**src/rtl/mem_data_buf.sv**
```systemverilog
// Load-data buffer: extracts and extends the accessed field at push, then queues it in a circular FIFO.
// Define MEM_DATA_BUF_ALIGN_CHECK_EN to build the sticky misaligned-access flag.
module mem_data_buf #(
  parameter int DATA_WIDTH = 32,
  parameter int DEPTH      = 2,
  localparam int OFF_W     = $clog2(DATA_WIDTH / 8),
  localparam int CNT_W     = $clog2(DEPTH) + 1
) (
  input  logic                  clk,
  input  logic                  rst,
  input  logic                  in_valid,
  output logic                  in_ready,
  input  logic [DATA_WIDTH-1:0] in_data,
  input  logic [1:0]            in_size,
  input  logic                  in_sign,
  input  logic [OFF_W-1:0]      in_offset,
  output logic                  out_valid,
  input  logic                  out_ready,
  output logic [DATA_WIDTH-1:0] out_data,
  output logic [CNT_W-1:0]      count,
  output logic                  misalign
);

  localparam int PTR_W = $clog2(DEPTH);

  logic [PTR_W-1:0]      wr_ptr_q, wr_ptr_d;
  logic [PTR_W-1:0]      rd_ptr_q, rd_ptr_d;
  logic [CNT_W-1:0]      count_q, count_d;
  logic [DATA_WIDTH-1:0] mem_q [DEPTH];

  logic                  push;
  logic                  pop;
  logic [DATA_WIDTH-1:0] shifted;
  logic [DATA_WIDTH-1:0] field_mask;
  logic [DATA_WIDTH-1:0] msb_mask;
  logic [DATA_WIDTH-1:0] ext_data;
  logic [31:0]           field_bits;

  assign in_ready  = (count_q != CNT_W'(DEPTH));
  assign out_valid = (count_q != '0);
  assign out_data  = mem_q[rd_ptr_q];
  assign count     = count_q;
  assign push      = in_valid && in_ready;
  assign pop       = out_valid && out_ready;

  // Shifting right brings the field to bit 0; bytes past the word end shift in as zero.
  always_comb begin
    shifted    = in_data >> {in_offset, 3'b000};
    field_bits = 32'd8 << in_size;
    if (field_bits >= DATA_WIDTH) begin
      field_mask = '1;
    end else begin
      field_mask = (DATA_WIDTH'(1) << field_bits) - DATA_WIDTH'(1);
    end
    msb_mask = field_mask & ~(field_mask >> 1);
    if (DATA_WIDTH == 32 && (in_size == 2'b11 || (in_size == 2'b10 && in_sign))) begin
      ext_data = in_data;
    end else if (in_sign && |(shifted & msb_mask)) begin
      ext_data = shifted | ~field_mask;
    end else begin
      ext_data = shifted & field_mask;
    end
  end

  // DEPTH is a power of two, so pointer increments wrap naturally.
  always_comb begin
    wr_ptr_d = wr_ptr_q;
    rd_ptr_d = rd_ptr_q;
    count_d  = count_q;
    if (push) wr_ptr_d = wr_ptr_q + 1'b1;
    if (pop)  rd_ptr_d = rd_ptr_q + 1'b1;
    case ({push, pop})
      2'b10:   count_d = count_q + 1'b1;
      2'b01:   count_d = count_q - 1'b1;
      default: count_d = count_q;
    endcase
  end

  always_ff @(posedge clk) begin
    if (rst) begin
      wr_ptr_q <= '0;
      rd_ptr_q <= '0;
      count_q  <= '0;
    end else begin
      wr_ptr_q <= wr_ptr_d;
      rd_ptr_q <= rd_ptr_d;
      count_q  <= count_d;
    end
  end

  always_ff @(posedge clk) begin
    if (rst) begin
      for (int i = 0; i < DEPTH; i++) mem_q[i] <= '0;
    end else if (push) begin
      mem_q[wr_ptr_q] <= ext_data;
    end
  end

`ifdef MEM_DATA_BUF_ALIGN_CHECK_EN
  logic       misalign_q, misalign_d;
  logic [2:0] off_ext;
  logic [2:0] size_low;

  always_comb begin
    off_ext    = 3'(in_offset);
    size_low   = (3'd1 << in_size) - 3'd1;
    misalign_d = misalign_q | (push && ((off_ext & size_low) != 3'd0));
  end

  always_ff @(posedge clk) begin
    if (rst) misalign_q <= 1'b0;
    else     misalign_q <= misalign_d;
  end

  assign misalign = misalign_q;
`else
  assign misalign = 1'b0;
`endif

endmodule

```
**config.mk**
```make
export PLATFORM = sky130hd
export DESIGN_NAME = mem_data_buf
export DESIGN_NICKNAME = d
export VERILOG_FILES = /design/src/rtl/mem_data_buf.sv
export SDC_FILE = /design/constraint.sdc
export NUM_CORES = 1
export LEC_CHECK = 0
export CORE_ASPECT_RATIO = 1.25
export CORE_UTILIZATION = 40
export DETAILED_ROUTE_END_ITERATION = 7
export GPL_TIMING_DRIVEN = 0
export SETUP_SLACK_MARGIN = 0.05
export SYNTH_ARGS = -nofsm -noshare
export SYNTH_HDL_FRONTEND = slang
export SYNTH_SLANG_ARGS = --single-unit
```
**constraint.sdc**
```tcl
create_clock -name clk -period 3.3 [get_ports clk]
set_input_delay 0.33 -clock clk [delete_from_list [all_inputs] [get_ports clk]]
set_output_delay 0.33 -clock clk [all_outputs]
set_load 0.05 [all_outputs]
```
==> flow_summary.toml <==
[status]
status = "complete, no violations"

[logic_synthesis]
synthesis.area_um2 = 3840
avgSynthCellArea_um2 = 11.3
ys_ff_latch = 69
synth_edf_count = 64
synth_flop_cell = "edfxtp_1"
synth.largest_area_cell = "edfxtp_1"
yosysWarnings = 0
post_synth_num_cell_types = 47
synth_cells = 339
yosys-top-cells-area = "edfxtp_1 50%, mux2_2 11%, nor2_1 4.1%"
synth_nets = 381
async_flop_share = 0
synth_top_area_frac = 0.501
seq_area_frac_synth = 0.527

[sta]
relSlewSlack = 0.422
setup_violations = 0
worst_slew_pin_slew_ps = 867
fmax_mhz = 339
fin_ws_ps = 346
hold_slack_ps = 322
slew_violations = 0
rsz0062_at_grt = "false"
finalHoldViolCount = 0
fin_crit_sh = 0.895
finClkSkew_ps = 2.43
fin_crit_ps = 2950

[floorplanning]
row_count = 39
initial_utilization = 0.416
die_w_um = 89.6
fp.dieH_um = 111
fp.coreArea_um2 = 9220
pin_count = 78
die_area_um2 = 9990

[grt]
grt_start_max_net_pins = 33
grt_usage = 0.213
grt_pass1_vias = 2944
grt_pass1_wl_mm = 15.3
gr-total-overflow = 0
antenna_found_initial = 0

[critical_path]
crit_arrival_ps = 2620
crit_type = "reg -> out"
critPathMaxFanout = 10
required_ps = 2970
start_kind = "flip-flop"
endpoint_kind = "output port"

[power]
leakagePower_nw = 2.00
ir_drop_uv = 577
cellPowerDensity_nw_per_um2 = 753
p_int_mw = 2.44
combPwrFrac = 0.411
p_sw_frac = 0.365
power.total_mw = 3.84
p_switching_mw = 1.40
p_clk_frac = 0.285
seqPwrFrac = 0.305

[min_path]
hold_class = "in -> reg"

[clock_network]
cts-resized-gates = 0
insertion_delay_ps = 340
tritoncts = "built"
cts_root_buffer = "clkbuf_16"
cts_buffer_depth = 2
h-tree-depth = 3
clkSinkCount = 69
postCtsSetupBuffers = 0
path_clk_slew_ps = 50
numCtsBuffers = 9
cts.hold.buffers_added = 0

[route]
ant_nets = 0
wire_per_inst_um = 17.9
finalWirelength_mm = 9.86
dr.pass1.iters = 4
first_iter_violations = 220
avgViaCountPerCell = 5.38
drc_errors = 0
vias = 2970

[cells_and_area]
antenna_cells = 0
fillers = 798
mostFrequentLayoutCell = "clkdlybuf4s50_1"
stdcell_area_um2 = 5100
area_delta_synth_final_pct = 33.0
layout_common_cells = "73 x clkdlybuf4s50_1, 64 x edfxtp_1, 42 x nor2_1"
fin_util = 0.553
drive_gt1_frac = 0.163
num-nets-final = 466

[placed_design]
post-place-ws_ps = 587
gp_congestion = 0.884
place_hpwl_mm = 7.20
place_area_um2 = 4760
portBuffers = 73

[flow_run]
cap_violations = 0
cells by family after synthesis:
group,after synthesis,synth area share
and+or+nand+nor,85,0.102
muxes,49,0.141
adders and majority gates,1,0.00326
other,1,0.000978
DFF,69,0.527
AOI/OAI and AO/OA,100,0.178
xor gates and xnor gates,5,0.0114
buffers and inverters,29,0.0362
worst max-delay path, cell delays in order (launching register included):
cell and delay (ps):
dfxtp_1 300, clkbuf_1 280, buf_1 580, mux2_2 420, clkdlybuf4s50_1 700
path summary, 6_finish.rpt:
path	start	endpoint	slack, ps	depth (start not counted)
hold / removal	rst	flip-flop	320	2
setup reg to reg	count[0]	mem_q[1][28]	860	4
setup / recovery	flip-flop	out_data[24]	350	4
hold reg to reg	rd_ptr_q	flip-flop	510	2
stage by stage:
stage	cells	TNS (ps)
after floorplan	339	0
after global placement	535	-101
after detailed placement	536	0
after CTS	552	0
after global routing	552	0
final	552	0
per-layer routing:
layer,vias to the layer above,GRT usage,wire [um]
met5,-,0,0
met4,0,0.106,229
met3,12,0.0356,447
met2,78,0.349,4980
met1,1426,0.267,4210
li1,1454,-,-
cell type report:
class | instances | area [um^2] | area share
flip-flops and latches | 69 | 2020 | 0.396
multi-input cells | 241 | 1690 | 0.331
repair buffers | 74 | 758 | 0.149
clock buffers | 9 | 225 | 0.0442
well taps | 123 | 154 | 0.0302
plain buffers | 25 | 124 | 0.0243
clock inverters | 7 | 114 | 0.0223
inverters | 4 | 15.0 | 0.00294
power by group through the flow:
stage                     combinational (mW)  sequential (mW)  clock [mW]
after floorplan                         1.04             1.22           0
after detailed placement                1.59             1.19           0
after CTS                               1.59             1.17        1.12
after global placement                  1.57             1.18           0
final                                   1.58             1.17        1.09
after global routing                    1.66             1.19        1.15
flip-flops by register name, indices dropped and copies added, names as in the netlist, named ones only:
| signal | count |
|---|---|
| mem_q | 64 |
| count | 2 |
| rd_ptr_q | 1 |
| wr_ptr_q | 1 |
cells in the mapped netlist (all sizes together) (3+ instances only):
| cell type | instances |
|---|---|
| a21o | 16 |
| buf | 10 |
| edfxtp | 64 |
| nand2b | 3 |
| o22a | 5 |
| a221o | 10 |
| dfxtp | 5 |
| mux2 | 38 |
| clkbuf | 15 |
| inv | 4 |
| nand2 | 19 |
| mux2i | 11 |
| nand3b | 3 |
| nor3 | 3 |
| o21ai | 31 |
| xnor2 | 3 |
| nor2 | 44 |
| a21oi | 18 |
| a22oi | 7 |
| nand3 | 4 |
(Power assumes the default switching activity.)
